## src/rtl/alu_arbiter.sv

```systemverilog
// -----------------------------------------------------------------------------
// alu_arbiter
//
// Shares one combinational ALU between two requesters. A round-robin grant is
// made in IDLE, the winner's operands are registered and presented to the ALU
// for one EXEC cycle, and the ALU result/flags are captured into the winner's
// response registers, which are held in RESP until the requester consumes them.
//
// Optional feature (macro ALU_ARB_ILLEGAL_OP_EN):
//   When defined, an opcode above MAX_OP is accepted but bypasses EXEC; the
//   owner gets result=0, flags=0, err=1 one cycle after acceptance and the
//   ALU-facing operand registers are left untouched. When undefined, every
//   opcode goes through the ALU and respN_err stays 0.
//
// Ports:
//   clk, reset                      clock (rising edge), async active-high reset
//   reqN_valid / reqN_ready         request handshake for requester N (N=0,1)
//   reqN_srcA/srcB/ALUControl       operands and opcode for requester N
//   respN_valid / respN_ready       response handshake for requester N
//   respN_result/flags/err          captured ALUResult, {N,Z,C,V}, illegal-op
//   alu_srcA/srcB/ALUControl        registered operands to the shared ALU
//   alu_ALUResult/alu_flags         combinational ALU outputs
//   busy                            FSM is not in IDLE
// -----------------------------------------------------------------------------
module alu_arbiter #(
    parameter int DATA_W = 32,
    parameter int CTRL_W = 4,
    parameter int MAX_OP = 9
) (
    input  logic              clk,
    input  logic              reset,
    input  logic              req0_valid,
    output logic              req0_ready,
    input  logic [DATA_W-1:0] req0_srcA,
    input  logic [DATA_W-1:0] req0_srcB,
    input  logic [CTRL_W-1:0] req0_ALUControl,
    input  logic              req1_valid,
    output logic              req1_ready,
    input  logic [DATA_W-1:0] req1_srcA,
    input  logic [DATA_W-1:0] req1_srcB,
    input  logic [CTRL_W-1:0] req1_ALUControl,
    output logic              resp0_valid,
    input  logic              resp0_ready,
    output logic [DATA_W-1:0] resp0_result,
    output logic [3:0]        resp0_flags,
    output logic              resp0_err,
    output logic              resp1_valid,
    input  logic              resp1_ready,
    output logic [DATA_W-1:0] resp1_result,
    output logic [3:0]        resp1_flags,
    output logic              resp1_err,
    output logic [DATA_W-1:0] alu_srcA,
    output logic [DATA_W-1:0] alu_srcB,
    output logic [CTRL_W-1:0] alu_ALUControl,
    input  logic [DATA_W-1:0] alu_ALUResult,
    input  logic [3:0]        alu_flags,
    output logic              busy
);

    localparam logic [1:0] ST_IDLE = 2'd0;
    localparam logic [1:0] ST_EXEC = 2'd1;
    localparam logic [1:0] ST_RESP = 2'd2;

    localparam logic [CTRL_W-1:0] MAX_OP_C = CTRL_W'(MAX_OP);

`ifdef ALU_ARB_ILLEGAL_OP_EN
    localparam logic ILLEGAL_EN = 1'b1;
`else
    localparam logic ILLEGAL_EN = 1'b0;
`endif

    // Opcodes above the highest defined ALU operation are illegal.
    function automatic logic is_illegal_op(input logic [CTRL_W-1:0] ctrl);
        return (ctrl > MAX_OP_C);
    endfunction

    logic [1:0]        state_q, state_d;
    logic              owner_q, owner_d;
    logic              last_grant_q, last_grant_d;
    logic [DATA_W-1:0] op_a_q, op_a_d;
    logic [DATA_W-1:0] op_b_q, op_b_d;
    logic [CTRL_W-1:0] op_ctrl_q, op_ctrl_d;
    logic [1:0]        resp_valid_q, resp_valid_d;
    logic [DATA_W-1:0] res0_q, res0_d, res1_q, res1_d;
    logic [3:0]        flg0_q, flg0_d, flg1_q, flg1_d;
    logic              err0_q, err0_d, err1_q, err1_d;

    logic              grant_valid_s;
    logic              grant_port_s;
    logic [DATA_W-1:0] sel_a_s;
    logic [DATA_W-1:0] sel_b_s;
    logic [CTRL_W-1:0] sel_ctrl_s;
    logic              skip_exec_s;

    // Round-robin grant: a lone requester wins; on contention the port that
    // did not win last time wins. The granted port's operands are selected.
    always_comb begin
        grant_valid_s = req0_valid | req1_valid;
        if (req0_valid && req1_valid) begin
            grant_port_s = ~last_grant_q;
        end else if (req1_valid) begin
            grant_port_s = 1'b1;
        end else begin
            grant_port_s = 1'b0;
        end
        sel_a_s     = grant_port_s ? req1_srcA       : req0_srcA;
        sel_b_s     = grant_port_s ? req1_srcB       : req0_srcB;
        sel_ctrl_s  = grant_port_s ? req1_ALUControl : req0_ALUControl;
        skip_exec_s = ILLEGAL_EN & is_illegal_op(sel_ctrl_s);
    end

    // Ready is combinational and only asserted in IDLE; forced low while the
    // async reset is active so every output reads 0 during reset.
    always_comb begin
        req0_ready = 1'b0;
        req1_ready = 1'b0;
        if ((state_q == ST_IDLE) && !reset && grant_valid_s) begin
            req0_ready = ~grant_port_s;
            req1_ready = grant_port_s;
        end else begin
            req0_ready = 1'b0;
            req1_ready = 1'b0;
        end
    end

    // Next-state logic for the IDLE/EXEC/RESP sequencer and its data registers.
    always_comb begin
        state_d      = state_q;
        owner_d      = owner_q;
        last_grant_d = last_grant_q;
        op_a_d       = op_a_q;
        op_b_d       = op_b_q;
        op_ctrl_d    = op_ctrl_q;
        resp_valid_d = resp_valid_q;
        res0_d       = res0_q;
        res1_d       = res1_q;
        flg0_d       = flg0_q;
        flg1_d       = flg1_q;
        err0_d       = err0_q;
        err1_d       = err1_q;
        case (state_q)
            ST_IDLE: begin
                if (grant_valid_s) begin
                    owner_d      = grant_port_s;
                    last_grant_d = grant_port_s;
                    if (skip_exec_s) begin
                        // Illegal op: answer directly, ALU operands untouched.
                        state_d = ST_RESP;
                        if (grant_port_s) begin
                            res1_d          = {DATA_W{1'b0}};
                            flg1_d          = 4'b0000;
                            err1_d          = 1'b1;
                            resp_valid_d[1] = 1'b1;
                        end else begin
                            res0_d          = {DATA_W{1'b0}};
                            flg0_d          = 4'b0000;
                            err0_d          = 1'b1;
                            resp_valid_d[0] = 1'b1;
                        end
                    end else begin
                        state_d   = ST_EXEC;
                        op_a_d    = sel_a_s;
                        op_b_d    = sel_b_s;
                        op_ctrl_d = sel_ctrl_s;
                    end
                end else begin
                    state_d = ST_IDLE;
                end
            end
            ST_EXEC: begin
                state_d = ST_RESP;
                if (owner_q) begin
                    res1_d          = alu_ALUResult;
                    flg1_d          = alu_flags;
                    err1_d          = 1'b0;
                    resp_valid_d[1] = 1'b1;
                end else begin
                    res0_d          = alu_ALUResult;
                    flg0_d          = alu_flags;
                    err0_d          = 1'b0;
                    resp_valid_d[0] = 1'b1;
                end
            end
            ST_RESP: begin
                if (owner_q ? resp1_ready : resp0_ready) begin
                    state_d      = ST_IDLE;
                    resp_valid_d = 2'b00;
                end else begin
                    state_d = ST_RESP;
                end
            end
            default: begin
                state_d      = ST_IDLE;
                resp_valid_d = 2'b00;
            end
        endcase
    end

    // State and data registers; reset discards any in-flight operation.
    always_ff @(posedge clk or posedge reset) begin
        if (reset) begin
            state_q      <= ST_IDLE;
            owner_q      <= 1'b0;
            last_grant_q <= 1'b1;
            op_a_q       <= {DATA_W{1'b0}};
            op_b_q       <= {DATA_W{1'b0}};
            op_ctrl_q    <= {CTRL_W{1'b0}};
            resp_valid_q <= 2'b00;
            res0_q       <= {DATA_W{1'b0}};
            res1_q       <= {DATA_W{1'b0}};
            flg0_q       <= 4'b0000;
            flg1_q       <= 4'b0000;
            err0_q       <= 1'b0;
            err1_q       <= 1'b0;
        end else begin
            state_q      <= state_d;
            owner_q      <= owner_d;
            last_grant_q <= last_grant_d;
            op_a_q       <= op_a_d;
            op_b_q       <= op_b_d;
            op_ctrl_q    <= op_ctrl_d;
            resp_valid_q <= resp_valid_d;
            res0_q       <= res0_d;
            res1_q       <= res1_d;
            flg0_q       <= flg0_d;
            flg1_q       <= flg1_d;
            err0_q       <= err0_d;
            err1_q       <= err1_d;
        end
    end

    assign alu_srcA       = op_a_q;
    assign alu_srcB       = op_b_q;
    assign alu_ALUControl = op_ctrl_q;
    assign resp0_valid    = resp_valid_q[0];
    assign resp1_valid    = resp_valid_q[1];
    assign resp0_result   = res0_q;
    assign resp1_result   = res1_q;
    assign resp0_flags    = flg0_q;
    assign resp1_flags    = flg1_q;
    assign resp0_err      = err0_q;
    assign resp1_err      = err1_q;
    assign busy           = (state_q != ST_IDLE);

endmodule

```

## config.mk

```make
export PLATFORM = sky130hd
export DESIGN_NAME = alu_arbiter
export DESIGN_NICKNAME = d
export VERILOG_FILES = /design/src/rtl/alu_arbiter.sv
export SDC_FILE = /design/constraint.sdc
export NUM_CORES = 1
export LEC_CHECK = 0
export BUFFER_PORTS_ARGS = -buffer_cell sky130_fd_sc_hd__buf_2
export CAP_MARGIN = 20
export CORE_MARGIN = 2
export CORE_UTILIZATION = 41
export CTS_CLUSTER_DIAMETER = 60
export CTS_CLUSTER_SIZE = 25
export DETAILED_ROUTE_END_ITERATION = 8
export GPL_TIMING_DRIVEN = 0
export PLACE_DENSITY = 0.77
export SLEW_MARGIN = 40
export SYNTH_ARGS = -nofsm -noshare
export SYNTH_HDL_FRONTEND = slang
export SYNTH_SLANG_ARGS = --single-unit
```

## constraint.sdc

```tcl
create_clock -name clk -period 4.33 [get_ports clk]
set_input_delay 0.433 -clock clk [delete_from_list [all_inputs] [get_ports clk]]
set_output_delay 0.433 -clock clk [all_outputs]
set_load 0.005 [all_outputs]
```

After elaboration in Yosys (flattened, before gate mapping)
Cells that the tools add are included.
{"block": "totals", "ff_bits": 146, "input_bits": 178}
{"block": "op_classes", "eq_ne": 5, "n_mux": 15, "bitwise": 5, "reduce_logical": 11}
{"op": "32-bit two-way mux", "n": 2}
{"op": "2-bit one-hot mux with 3 select lines", "n": 2}
{"op": "1-bit two-way mux", "n": 8}
{"op": "2-bit inequality test, second input constant", "n": 3}
{"op": "2-bit AND reduction", "n": 3}
{"op": "3-bit AND reduction", "n": 2}
{"op": "2-bit two-way mux", "n": 2}
{"op": "4-bit two-way mux", "n": 1}
{"op": "1-bit NOT", "n": 4}
{"op": "1-bit logical AND", "n": 3}
{"op": "2-bit by 1-bit == test with 1-bit output, second input constant", "n": 1}
{"op": "2-bit == test, second input constant", "n": 1}
{"op": "2-bit logical NOT", "n": 1}
{"op": "2-bit nonzero test", "n": 1}
{"op": "1-bit logical NOT", "n": 1}
{"op": "1-bit bitwise OR", "n": 1}

Logic depth before layout (Yosys ltp)
{"block": "logic_depth", "ltp_word": 4, "ltp_mapped": 6, "depth_no_buf": 4}

Least setup slack after synthesis
OpenSTA, ideal clock, no wires.
{"block": "synth_timing", "kind": "input to output", "from": "input req1_valid", "to": "output req0_ready", "arrival_ns": 1.211, "t_required_ns": 3.897, "path_slack_ns": 2.686, "cell_stages": 4, "n_path_buf": 2, "path_cell_list": "a21boi_1 > buf_2 > buf_2 > nor3_1"}
{"block": "synth_between", "elab_chain_len": 4}
{"item": "from (decl)", "line": "37", "source": "input logic req1_valid,"}
{"item": "1-bit two-way mux or 1-bit logical AND (tied branches)", "line": "101, 99"}
{"item": "1-bit two-way mux", "line": "99", "source": "if (req0_valid && req1_valid) begin"}
{"item": "1-bit NOT", "line": "118", "source": "req0_ready = ~grant_port_s;"}
{"item": "1-bit two-way mux (*)", "line": "117", "source": "if ((state_q == ST_IDLE) && !reset && grant_valid_s) begin"}
{"item": "to (decl)", "line": "33", "source": "output logic req0_ready,"}
Mark *: on every way between the ends. The rest lies on a longest branch, timed or not.

Worst setup path in the final report
{"block": "layout_timing", "from": "register last_grant_q", "to": "output req0_ready"}
{"block": "layout_between", "elab_chain_len": 4}
{"item": "from (decl)", "line": "79", "source": "logic last_grant_q, last_grant_d;"}
{"item": "from (signal assigned)", "line": "218", "source": "last_grant_q <= last_grant_d;"}
{"item": "1-bit NOT", "line": "100", "source": "grant_port_s = ~last_grant_q;"}
{"item": "1-bit two-way mux", "line": "99"}
{"item": "1-bit NOT", "line": "118"}
{"item": "1-bit two-way mux", "line": "117"}
No other way between the ends.

==> impl_metrics.tcl <==
set metrics [dict create \
    path_delay_family "buffers and inverters" \
    core-area_um2 14500 \
    clockBufferDepth 2 \
    rsz0062_at_grt "no" \
    cts_root_buf "clkbuf_16" \
    ios 325 \
    p_per_area_nw_per_um2 758 \
    status "finished, final reports clean" \
    hp-class "input port to flip-flop" \
    syn_inst 503 \
    fmax_mhz 384 \
    switching_power_mw 2.17 \
    tightest_slew_ns 0.693 \
    num_rows 44 \
    clock_insertion_delay_worst_skew_ns 0.41 \
    crit_path_start_kind "flip-flop" \
    yosys_most_used_dff "dfrtp_1" \
    cp_data_required_time_ns 3.90 \
    fin_crit_sh 0.601 \
    setup_slack_ns 1.73 \
    grt_pass1_vias 5522 \
    final_nets 1031 \
    slowest_delay_ns 0.52 \
    postRouteWirelength_um 18200 \
    synth-edff-count 0 \
    cp_common_cell "buf_2" \
    first_pass_iters 5 \
    drive_above_1_share 0.535 \
    path_class "flip-flop to output pin" \
    reg2reg_depth 5 \
    synth_area_um2 6070 \
    r2r_slack_ns 2.37 \
    htreeDepth 4 \
    grt_max_degree 26 \
    antenna_found_initial 1 \
    seqPwrFrac 0.367 \
    clkPwrFrac 0.253 \
    vias 5464 \
    start_util 0.419 \
    pwr-share-comb 0.380 \
    grt_first_pass_wirelength_um 28700 \
    final_cell_mix "buf_2 (336), dfrtp_1 (145), nand2_1 (83)" \
    skew_ns 0.00463 \
    port_buffers 322 \
    worstPathCellList "a21boi_1, buf_2, buf_2, nor3_1, buf_2" \
    ir_drop_uv 337 \
    crit_slowest_cell "a21boi_1" \
    crit_path_max_fanout 10 \
    vias_per_cell 5.20 \
    syn_area_per_cell_um2 12.1 \
    mostFrequentLayoutCell "buf_2" \
    hold_depth 2 \
    cts_sinks 146 \
    place.gp.congestion 0.851 \
    crit_buf_inv 3 \
    synth_seq_area_share 0.602 \
    crit_cells 5 \
    drv_slew 0 \
    swShare 0.326 \
    overflow 0 \
    drc 0 \
    setup_tns_ns 0 \
    dieHeight_um 126 \
    yosysWarnings 0 \
    p_int_mw 4.49 \
    critPathArrivalTime_ns 2.17 \
    initialDrtViolationCount 280 \
    end_kind "output pin" \
    die_area_um2 15800 \
    relSlewSlack 0.538 \
    dieWidth_um 126 \
    power.leakage_nw 4.42 \
    area_growth_pct 44.9 \
    ys_ff_latch 146 \
    cts_buffers 17 \
    wl_per_cell_um 17.3 \
    grt_use_total 0.230 \
    post-place-ws_ns 1.95 \
    cts-resized-gates 0 \
    clkTransAtPathRegs_ns 0.06 \
    antenna_left 0 \
    cts_tree "built" \
    cap_violations 0 \
    synth_cell_types 29 \
    setup_viol 0 \
    post-route-min-period_ns 2.60 \
    synthArstFlopShare 1.00 \
    power_mw 6.66 \
    dp_hpwl_um 13800 \
    hold_viol 0 \
]
==> cell type report <==
class / count / area [um^2]
Fill cell: 1195 / 5680
Sequential cell: 146 / 3650
Multi-Input combinational cell: 310 / 2170
Timing Repair Buffer: 330 / 1810
Clock buffer: 18 / 429
Clock inverter: 14 / 249
Buffer: 44 / 239
Tap cell: 184 / 230
Inverter: 4 / 18.8
Antenna cell: 1 / 2.50
==> per-stage QoR <==
| stage | cell area [um^2] | hold slack [ns] | instances | utilization |
|---|---|---|---|---|
| floorplan | 6080 | 0.487 | 504 | - |
| global placement | 7920 | 0.471 | 1010 | 0.547 |
| detailed placement | 8110 | 0.380 | 1017 | 0.560 |
| CTS | 8790 | 0.228 | 1050 | 0.607 |
| global route | 8800 | 0.235 | 1051 | 0.608 |
| finish | 8800 | 0.245 | 1051 | 0.608 |
==> repair_timing <==
| action | CTS | global route |
|---|---|---|
| hold endpoints to repair | 1 | 0 |
| hold buffers | 1 | 0 |
| buffers inserted | 0 | 0 |
==> final timing paths <==
check,from,to
worst max register to register,state_q[0]$_DFF_PP0_,alu_srcA[30]$_DFFE_PP0P_
worst max-delay path,last_grant_q$_DFFE_PP1P_,req0_ready
min in group asynchronous,reset,owner_q$_DFFE_PP0P_
worst min-delay path,req0_srcB[30],alu_srcB[30]$_DFFE_PP0P_
worst min register to register,resp_valid_q[0]$_DFFE_PP0P_,resp_valid_q[0]$_DFFE_PP0P_
max in group asynchronous,reset,alu_srcA[14]$_DFFE_PP0P_
==> per-layer routing <==
| layer | track usage | routed length, um | vias to the layer above |
|---|---|---|---|
| li1 | - | - | 2526 |
| met5 | 0 | 0 | - |
| met1 | 0.270 | 6940 | 2627 |
| met2 | 0.391 | 9140 | 276 |
| met3 | 0.0692 | 1630 | 35 |
| met4 | 0.105 | 465 | 0 |
==> kinds of logic after synthesis <==
logic type,share of synthesized area
AOI/OAI and AO/OA,0.130
DFF,0.602
and+or+nand+nor,0.0886
buffers and inverters,0.0418
other,0.000618
muxes,0.137
==> cell usage after synthesis, types with 2 or more instances <==
library cell | count | area share
inv_1 | 3 | 0.0019
a22o_1 | 2 | 0.0029
and3_1 | 27 | 0.028
a21oi_1 | 41 | 0.034
clkbuf_1 | 18 | 0.011
buf_6 | 5 | 0.0093
nand2_1 | 83 | 0.051
buf_1 | 2 | 0.0012
buf_2 | 14 | 0.012
dfrtp_1 | 145 | 0.60
a221o_1 | 27 | 0.045
buf_4 | 5 | 0.0062
mux2_2 | 74 | 0.14
nor3_1 | 2 | 0.0016
a31oi_1 | 41 | 0.042
==> flip-flops by register name, summed over array words and instances (netlist names) <==
name / flops
alu_srcA: 32
alu_srcB: 32
resp0_result: 32
resp1_result: 32
alu_ALUControl: 4
resp0_flags: 4
resp1_flags: 4
resp_valid_q: 2
state_q: 2
last_grant_q: 1
owner_q: 1
==> worst reg2reg max path, cell delays in order (launching register included) <==
cell and delay (ns):
dfrtp_1 0.45, nor2_4 0.28, nand2_1 0.19, inv_2 0.15, clkbuf_1 0.55, a31oi_1 0.18
==> power by group through the flow <==
stage	logic [mW]	registers (mW)	clock network [mW]
CTS	2.56	2.44	1.72
global placement	2.47	2.43	0
detailed placement	2.56	2.45	0
floorplan	1.32	2.50	0
global route	2.77	2.52	1.79
finish	2.53	2.44	1.69
Note: power is estimated with default switching activity, not from simulation.
